File: src/rtl/fpga_status_led_ctrl.sv
// Board-status LED controller: NUM_LEDS channels, each OFF/ON/BLINK/PWM or an exit-code
// indicator driven by one shared pulse-code FSM.
//
// state     | meaning
// ----------+-----------------------------------------------------------
// S_IDLE    | no exit seen yet; EXIT channels show the heartbeat
// S_SOLID   | exit code 0 latched; exit LED held on
// S_PULSE_ON| exit LED on for one pulse unit
// S_PULSE_OFF| exit LED off for one unit between pulses
// S_GAP     | exit LED off for four units before the train repeats
module fpga_status_led_ctrl #(
  parameter int NUM_LEDS    = 4,
  parameter int CNT_WIDTH   = 27,
  parameter int PWM_WIDTH   = 8,
  parameter int PULSE_SHIFT = 22,
  parameter int IDX_W       = (NUM_LEDS > 1) ? $clog2(NUM_LEDS) : 1
) (
  input  logic                 clk_i,
  input  logic                 rst_ni,
  input  logic                 cfg_we_i,
  input  logic [IDX_W-1:0]     cfg_idx_i,
  input  logic [2:0]           cfg_mode_i,
  input  logic [PWM_WIDTH-1:0] cfg_arg_i,
  input  logic                 exit_valid_i,
  input  logic [31:0]          exit_value_i,
  output logic [NUM_LEDS-1:0]  led_o,
  output logic                 exit_latched_o,
  output logic [31:0]          exit_code_o
);

  typedef enum logic [2:0] {
    S_IDLE, S_SOLID, S_PULSE_ON, S_PULSE_OFF, S_GAP
  } state_t;

  localparam logic [2:0] M_ON    = 3'd1;
  localparam logic [2:0] M_BLINK = 3'd2;
  localparam logic [2:0] M_PWM   = 3'd3;
  localparam logic [2:0] M_EXIT  = 3'd4;

  localparam int TMR_W = PULSE_SHIFT + 2;
  localparam logic [TMR_W-1:0] UNIT_M1 = TMR_W'((1 << PULSE_SHIFT) - 1);
  localparam logic [TMR_W-1:0] GAP_M1  = TMR_W'((4 << PULSE_SHIFT) - 1);
  localparam logic [PWM_WIDTH-1:0] SEL_MAX = PWM_WIDTH'(CNT_WIDTH - 1);

  logic [CNT_WIDTH-1:0] cnt_q;
  logic [2:0]           mode_q [NUM_LEDS];
  logic [PWM_WIDTH-1:0] arg_q  [NUM_LEDS];
  state_t               state_q;
  logic [TMR_W-1:0]     tmr_q;
  logic [3:0]           pulse_q;
  logic [3:0]           n_q;
  logic                 exit_fire;
  logic                 exit_led;
  logic [NUM_LEDS-1:0]  led_nxt;

  assign exit_fire = exit_valid_i & ~exit_latched_o;
  assign exit_led  = (state_q == S_SOLID) || (state_q == S_PULSE_ON);

  function automatic logic blink_bit(input logic [CNT_WIDTH-1:0] c,
                                     input logic [PWM_WIDTH-1:0] a);
    logic [PWM_WIDTH-1:0] sel;
    logic [CNT_WIDTH-1:0] sh;
    sel = (a > SEL_MAX) ? SEL_MAX : a;
    sh  = c >> sel;
    return sh[0];
  endfunction

  // Out-of-range indices never match any channel, so such writes drop out naturally.
  always_ff @(posedge clk_i or negedge rst_ni) begin
    if (!rst_ni) begin
      cnt_q          <= '0;
      exit_latched_o <= 1'b0;
      exit_code_o    <= '0;
      for (int i = 0; i < NUM_LEDS; i++) begin
        mode_q[i] <= (i == 0) ? M_EXIT : 3'd0;
        arg_q[i]  <= '0;
      end
    end else begin
      cnt_q <= cnt_q + 1'b1;
      for (int i = 0; i < NUM_LEDS; i++) begin
        if (cfg_we_i && (cfg_idx_i == IDX_W'(i))) begin
          mode_q[i] <= cfg_mode_i;
          arg_q[i]  <= cfg_arg_i;
        end
      end
      if (exit_fire) begin
        exit_latched_o <= 1'b1;
        exit_code_o    <= exit_value_i;
      end
    end
  end

  always_ff @(posedge clk_i or negedge rst_ni) begin
    if (!rst_ni) begin
      state_q <= S_IDLE;
      tmr_q   <= '0;
      pulse_q <= '0;
      n_q     <= '0;
    end else begin
      case (state_q)
        S_IDLE: begin
          if (exit_fire) begin
            n_q     <= (exit_value_i > 32'd15) ? 4'd15 : exit_value_i[3:0];
            pulse_q <= '0;
            tmr_q   <= UNIT_M1;
            state_q <= (exit_value_i == 32'd0) ? S_SOLID : S_PULSE_ON;
          end
        end
        S_SOLID: state_q <= S_SOLID;
        S_PULSE_ON: begin
          if (tmr_q == '0) begin
            pulse_q <= pulse_q + 4'd1;
            if ((pulse_q + 4'd1) == n_q) begin
              state_q <= S_GAP;
              tmr_q   <= GAP_M1;
            end else begin
              state_q <= S_PULSE_OFF;
              tmr_q   <= UNIT_M1;
            end
          end else begin
            tmr_q <= tmr_q - 1'b1;
          end
        end
        S_PULSE_OFF: begin
          if (tmr_q == '0) begin
            state_q <= S_PULSE_ON;
            tmr_q   <= UNIT_M1;
          end else begin
            tmr_q <= tmr_q - 1'b1;
          end
        end
        S_GAP: begin
          if (tmr_q == '0) begin
            state_q <= S_PULSE_ON;
            pulse_q <= '0;
            tmr_q   <= UNIT_M1;
          end else begin
            tmr_q <= tmr_q - 1'b1;
          end
        end
        default: state_q <= S_IDLE;
      endcase
    end
  end

  always_comb begin
    led_nxt = '0;
    for (int i = 0; i < NUM_LEDS; i++) begin
      case (mode_q[i])
        M_ON:    led_nxt[i] = 1'b1;
        M_BLINK: led_nxt[i] = blink_bit(cnt_q, arg_q[i]);
        M_PWM:   led_nxt[i] = (cnt_q[PWM_WIDTH-1:0] < arg_q[i]);
        M_EXIT:  led_nxt[i] = exit_latched_o ? exit_led : cnt_q[CNT_WIDTH-1];
        default: led_nxt[i] = 1'b0;
      endcase
    end
  end

  always_ff @(posedge clk_i or negedge rst_ni) begin
    if (!rst_ni) led_o <= '0;
    else         led_o <= led_nxt;
  end

endmodule

File: config.mk
export PLATFORM = sky130hd
export DESIGN_NAME = fpga_status_led_ctrl
export DESIGN_NICKNAME = d
export VERILOG_FILES = /design/src/rtl/fpga_status_led_ctrl.sv
export SDC_FILE = /design/constraint.sdc
export NUM_CORES = 1
export LEC_CHECK = 0
export ABC_CLOCK_PERIOD_IN_PS = 3500
export CORE_MARGIN = 2
export CORE_UTILIZATION = 55
export CTS_BUF_LIST = sky130_fd_sc_hd__clkbuf_16
export DETAILED_ROUTE_END_ITERATION = 16
export HOLD_SLACK_MARGIN = 0.02
export PLACE_DENSITY = 0.78
export SLEW_MARGIN = 40
export SYNTH_ARGS = -nofsm -noshare
export SYNTH_HDL_FRONTEND = slang
export SYNTH_SLANG_ARGS = --single-unit
File: constraint.sdc
create_clock -name clk_i -period 3.5 [get_ports clk_i]
set_clock_uncertainty 0.05 [all_clocks]
set_input_delay 0.35 -clock clk_i [delete_from_list [all_inputs] [get_ports clk_i]]
set_output_delay 0.35 -clock clk_i [all_outputs]
set_load 0.1 [all_outputs]
Yosys cells after proc, flatten, opt, wreduce, memory -nomap -nowiden
Cells that the tools add are included. W data, S select, Z words.

Register bits: 143. Input port bits: 49. Output and inout bits: 37. Word-level logic and storage cells: 103.

$add $sub $neg: 3. Order comparisons: 9. Equality and inequality tests: 28. Shifts and indexed selects: 4. Mux-type cells: 25. Bitwise operators: 2. Reductions and logical operators: 16.

Operators by type and width (number): $shr A27 B8 Y1 (4); $mux W24 (4); $pmux W24 S3 (1); $gt A32 B4 Y1 const B (1); $gt A8 B5 Y1 const B (4); $logic_not A32 Y1 (1); $lt A8 B8 Y1 (4); $mux W8 (4); $eq A3 B2 Y1 const B (10); $add A27 B1 Y27 const B (1); $logic_not A24 Y1 (1); $sub A24 B1 Y24 const B (1); $mux W4 (4); $pmux W1 S4 (4); $eq A3 B1 Y1 const B (5); $eq A3 B3 Y1 const B (5); $mux W3 (4); $pmux W3 S4 (1); $pmux W4 S3 (1); $reduce_bool A3 Y1 (2); $add A4 B1 Y4 const B (1); $eq A2 B2 Y1 const B (2); $eq A4 B4 Y1 (1); $logic_and A1 B1 Y1 (4); other kinds (14) (17).

Longest topological paths before layout
Depth after elaboration: 5. Mapped depth: 9. Mapped depth without buffers: 9.

Least setup slack after synthesis
Ideal clock, no wire load.

Kind: register to register. Start: register exit_latched_o. End: register tmr_q[19]. Setup time: 121 ps. Arrival time: 2352 ps. Required time: 3329 ps. Slack: 977 ps. Cell stages (with the launch flop): 8. Buffers on the path: 0. Period minus slack after synthesis: 2523 ps. Path through: dfrtp_1 > nor2b_1 > o21ai_0 > a211o_1 > or3_1 > nor3_1 > xnor2_1 > nand2_1.

Longest elaborated chain between the ends: 4.

RTL lines: from (decl) (RTL line 27) `output logic exit_latched_o,`; from (signal assigned) (RTL line 72) `exit_latched_o <= 1'b0;`; from (signal assigned) (RTL line 87) `exit_latched_o <= 1'b1;`; $not A1 Y1 (RTL line 56) `assign exit_fire = exit_valid_i & ~exit_latched_o;`; $and A1 B1 Y1 (RTL line 56); $ne A2 B2 Y1 (no source line); $reduce_and A2 Y1 (no source line); to (signal assigned) (RTL line 121) `tmr_q <= tmr_q - 1'b1;`; to (signal assigned) (RTL line 129) `tmr_q <= tmr_q - 1'b1;`; to (signal assigned) (RTL line 138) `tmr_q <= tmr_q - 1'b1;`; to (decl) (RTL line 49) `logic [TMR_W-1:0] tmr_q;`.

Every way passes these cells. A chain may end at the register's enable or synchronous reset.

Final worst setup path
Start: register arg_q[5] in the netlist's numbering. End: register led_o[3].

Longest elaborated chain between the ends: 4. Elaborated cells between the ends (all ways): 5. Those cells by class: order compare (2); shift (1); mux (2).

RTL lines: from (decl) (RTL line 47) `logic [PWM_WIDTH-1:0] arg_q [NUM_LEDS];`; from (signal, indexed assignment) (RTL line 83) `arg_q[i] <= cfg_arg_i;`; $gt A8 B5 Y1 (RTL line 63) `sel = (a > SEL_MAX) ? SEL_MAX : a;`; $mux W8 (RTL line 63); $shr A27 B8 Y1 (RTL line 64) `sh = c >> sel;`; $pmux W1 S4 * (RTL line 149) `case (mode_q[i])`; net led_nxt[3] (RTL line 54) `logic [NUM_LEDS-1:0] led_nxt;`; to (signal assigned) (RTL line 161) `else led_o <= led_nxt;`; to (decl) (RTL line 26) `output logic [NUM_LEDS-1:0] led_o,`.

The timed path passes the listed nets; every way through them passes the cells marked *.

==> results.py <==
metrics = {
    "setup_path": {
        "worst_path_largest_cell_delay_ns": 0.50,
        "cp-start-kind": "register",
        "arrival_ns": 2.98,
        "crit_buf_inv": 0,
        "timing.rr.start": "arg_q[5]$_DFFE_PN0P_",
        "worst_r2r_path_depth": 7,
        "crit_path_end_kind": "register",
        "cp.required_ns": 3.75,
        "critPathMostFrequentCell": "o21ai_0",
        "path_delay_family": "simple AND/OR/NAND/NOR gates",
        "path_max_fanout": 12,
        "timing.setup.critical_path_class": "reg2reg",
        "path_cells": "nor3_2 > nand3_1 > o22ai_1 > o21ai_0 > nor2b_1 > a2111oi_0 > o21ai_0",
        "timing.rr.end": "led_o[3]$_DFF_PN0_",
        "r2r_slack_ns": 0.77,
        "slowest_stage": "nor3_2",
    },
    "sta": {
        "grt_setup_unrepaired": "no",
        "slew_headroom_pct": 52.0,
        "layout_min_cycle_time_ns": 2.73,
        "worstMarginPinSlew_ns": 0.720,
        "fin_crit_sh_pct": 78.0,
        "hold_violations": 0,
        "tns_ns": 0,
        "setup_ws_ns": 0.768,
        "hold-worst-slack_ns": 0.418,
        "slew_viol_final": 0,
        "max_freq_mhz": 366,
        "finalSetupViolCount": 0,
    },
    "floorplan": {
        "start_util_pct": 56.2,
        "dieWidth_um": 126,
        "placementRows": 44,
        "die_h_um": 126,
        "ios": 86,
        "core-area_sq_mm": 0.0145,
        "dieArea_sq_mm": 0.0158,
    },
    "detailed_routing": {
        "num_vias": 6910,
        "dr.first_iter.drc_count": 671,
        "wirelength_mm": 20.6,
        "wl_per_cell_um": 17.8,
        "viasPerCell": 5.98,
        "drc_errors": 0,
        "dr.pass1.iters": 5,
        "final_antenna_net_count": 0,
    },
    "clock_tree": {
        "cts_buffers": 17,
        "cts_resized": 0,
        "cts_root_buf": "clkbuf_16",
        "clk_pin_slew_ns": 0.06,
        "cts_tree": "yes",
        "worstSkewPairLatency_ns": 0.43,
        "cts_sinks": 143,
        "cts.path.max_buffers": 2,
        "htreeDepth": 4,
    },
    "placed_design": {
        "dp_hpwl_mm": 14.6,
        "portBuffers": 85,
        "place_area_sq_mm": 0.00897,
        "dpl_worst_slack_ns": 0.751,
        "gp_congestion": 0.954,
    },
    "logic_synthesis": {
        "synth_fp_nets": 962,
        "ys_warn_count": 0,
        "syn_avg_cell_area_sq_um": 9.22,
        "syn_area_sq_mm": 0.00814,
        "synth-edff-count": 0,
        "yosysUniqueCellTypes": 62,
        "ys_seq_area_share_pct": 44.0,
        "synth_ff_type": "dfrtp_1",
        "syn_inst": 882,
        "synth_seq_cells": 143,
        "postSynth.asyncResetShare_pct": 100,
    },
    "finish": {
        "design_area_sq_mm": 0.00955,
        "drive_above_1_share_pct": 13.9,
        "area_growth_pct": 17.4,
        "antenna_cells": 0,
        "nFillCells": 1152,
        "fin_nets": 1038,
    },
    "worst_hold_path": {
        "worstHoldStart": "exit_code_o[28]$_DFFE_PN0P_",
        "hold_end": "exit_code_o[28]$_DFFE_PN0P_",
        "hold_class": "reg2reg",
        "whs_path_depth": 2,
    },
    "global_routing": {
        "grt_pass1_vias": 6570,
        "grt-ovfl-total": 0,
        "grt_usage_pct": 27.1,
        "grt_antenna_before_repair": 0,
        "grt_max_degree": 83,
        "grt_pass1_wl_mm": 33.9,
    },
    "power_and_ir_drop": {
        "peakVddDrop_v": 0.000329,
        "p_per_area_mw_per_mm2": 512,
        "finalPower_mw": 4.89,
        "power_leakage_nw": 4.15,
    },
    "flow_run": {
        "drv_cap": 0,
    },
    "status": {
        "outcome": "finished, final reports clean",
    },
}
tightest hold or removal path: cells and delay by family (launching register included):
kind | cells | cell delay, ns
flip-flops | 1 | 0.33
AND/OR/NAND/NOR | 2 | 0.11
synth_stat cells, drive strengths merged, types with 5 or more instances:
library cell	n	area, sq um
nor2	50	188
o22ai	8	50.1
a21o	6	46.3
mux2i	18	180
a31oi	9	56.3
ha	31	388
nor4	15	124
nor3	27	145
xnor2	35	307
nor2b	5	31.3
inv	49	184
nor3b	5	37.5
mux2	43	484
or4	6	48.8
xor2	13	114
nand3	36	180
clkbuf	37	139
o21ai	48	240
dfrtp	142	3550
nand4	12	75.1
a2111oi	6	52.6
nand2	153	582
a22oi	6	45.0
or3	16	100
o311ai	6	52.6
nand2b	9	56.3
and3	9	56.3
a21oi	27	135
o211ai	8	60.1
cell type report:
cell class / count / area [sq um] / share of cell area (%)
multi-input combinational: 651 / 4230 / 44.3
clock inverter: 15 / 145 / 1.52
sequential: 143 / 3580 / 37.5
clock buffer: 17 / 425 / 4.45
tap: 184 / 230 / 2.41
inverter: 49 / 184 / 1.93
timing repair buffer: 96 / 752 / 7.87
worst max-delay path by stage:
stage,startpoint,to,cells after the start
6_report,arg_q[5]$_DFFE_PN0P_,led_o[3]$_DFF_PN0_,7
5_1_grt,arg_q[5]$_DFFE_PN0P_,led_o[3]$_DFF_PN0_,7
4_1_cts,tmr_q[8]$_DFFE_PN0P_,pulse_q[2]$_DFFE_PN0P_,7
3_5_place_dp,exit_value_i[22],state_q[0]$_DFFE_PN0P_,7
3_3_place_gp,exit_value_i[22],state_q[0]$_DFFE_PN0P_,7
2_1_floorplan,exit_latched_o$_DFFE_PN0P_,tmr_q[19]$_DFFE_PN0P_,7
stage by stage:
step	cells	util, %
floorplan	882	-
global placement	1122	63.2
detailed placement	1122	61.9
CTS	1155	66.0
global route	1155	66.0
finish	1155	66.0
timing repair:
action,in CTS,in global routing
hold buffers,1,0
buffers inserted,0,0
hold endpoints to repair,80,0
layer usage:
metal  part of all wire (%)  up-vias  GRT usage (%)
met5                      0        -              0
met2                     44      277           40.5
met4                    2.2        0           9.80
met3                    8.1       39           6.24
li1                       -     3291              -
met1                     46     3303           39.0
power breakdown:
| part | switching [mW] | internal [mW] |
|---|---|---|
| clock | 0.730 | 1.04 |
| combinational | 0.793 | 0.347 |
| sequential | 0.171 | 1.80 |
| total | 1.69 | 3.19 |
cell usage in the layout (no fill, tap or decap), types with 17 or more instances in the layout:
master,instances
mux2i_1,18
buf_2,37
nand2_1,152
inv_1,51
ha_1,31
dfrtp_1,142
nor2_1,50
xnor2_1,35
clkbuf_16,17
mux2_2,43
o21ai_0,48
a21oi_1,27
clkdlybuf4s50_1,47
nand3_1,36
nor3_1,25
state kept, by name, indices dropped and copies added (netlist names), 4 cells and up:
register,cells
pulse_q,4
cnt_q,27
led_o,4
n_q,4
tmr_q,24
arg_q,32
mode_q,12
exit_code_o,32
logic make-up (layout without fill, tap and decap cells):
| group | after synthesis | count (layout) | synth area share, % |
|---|---|---|---|
| adders and majority gates | 31 | 31 | 4.77 |
| xor gates and xnor gates | 48 | 48 | 5.17 |
| AOI/OAI and AO/OA | 160 | 160 | 12.8 |
| muxes | 62 | 62 | 8.44 |
| DFF | 143 | 143 | 44.0 |
| buffers and inverters | 88 | 177 | 4.15 |
| and+or+nand+nor | 350 | 350 | 20.6 |
Power figures use the tool's default switching activity.
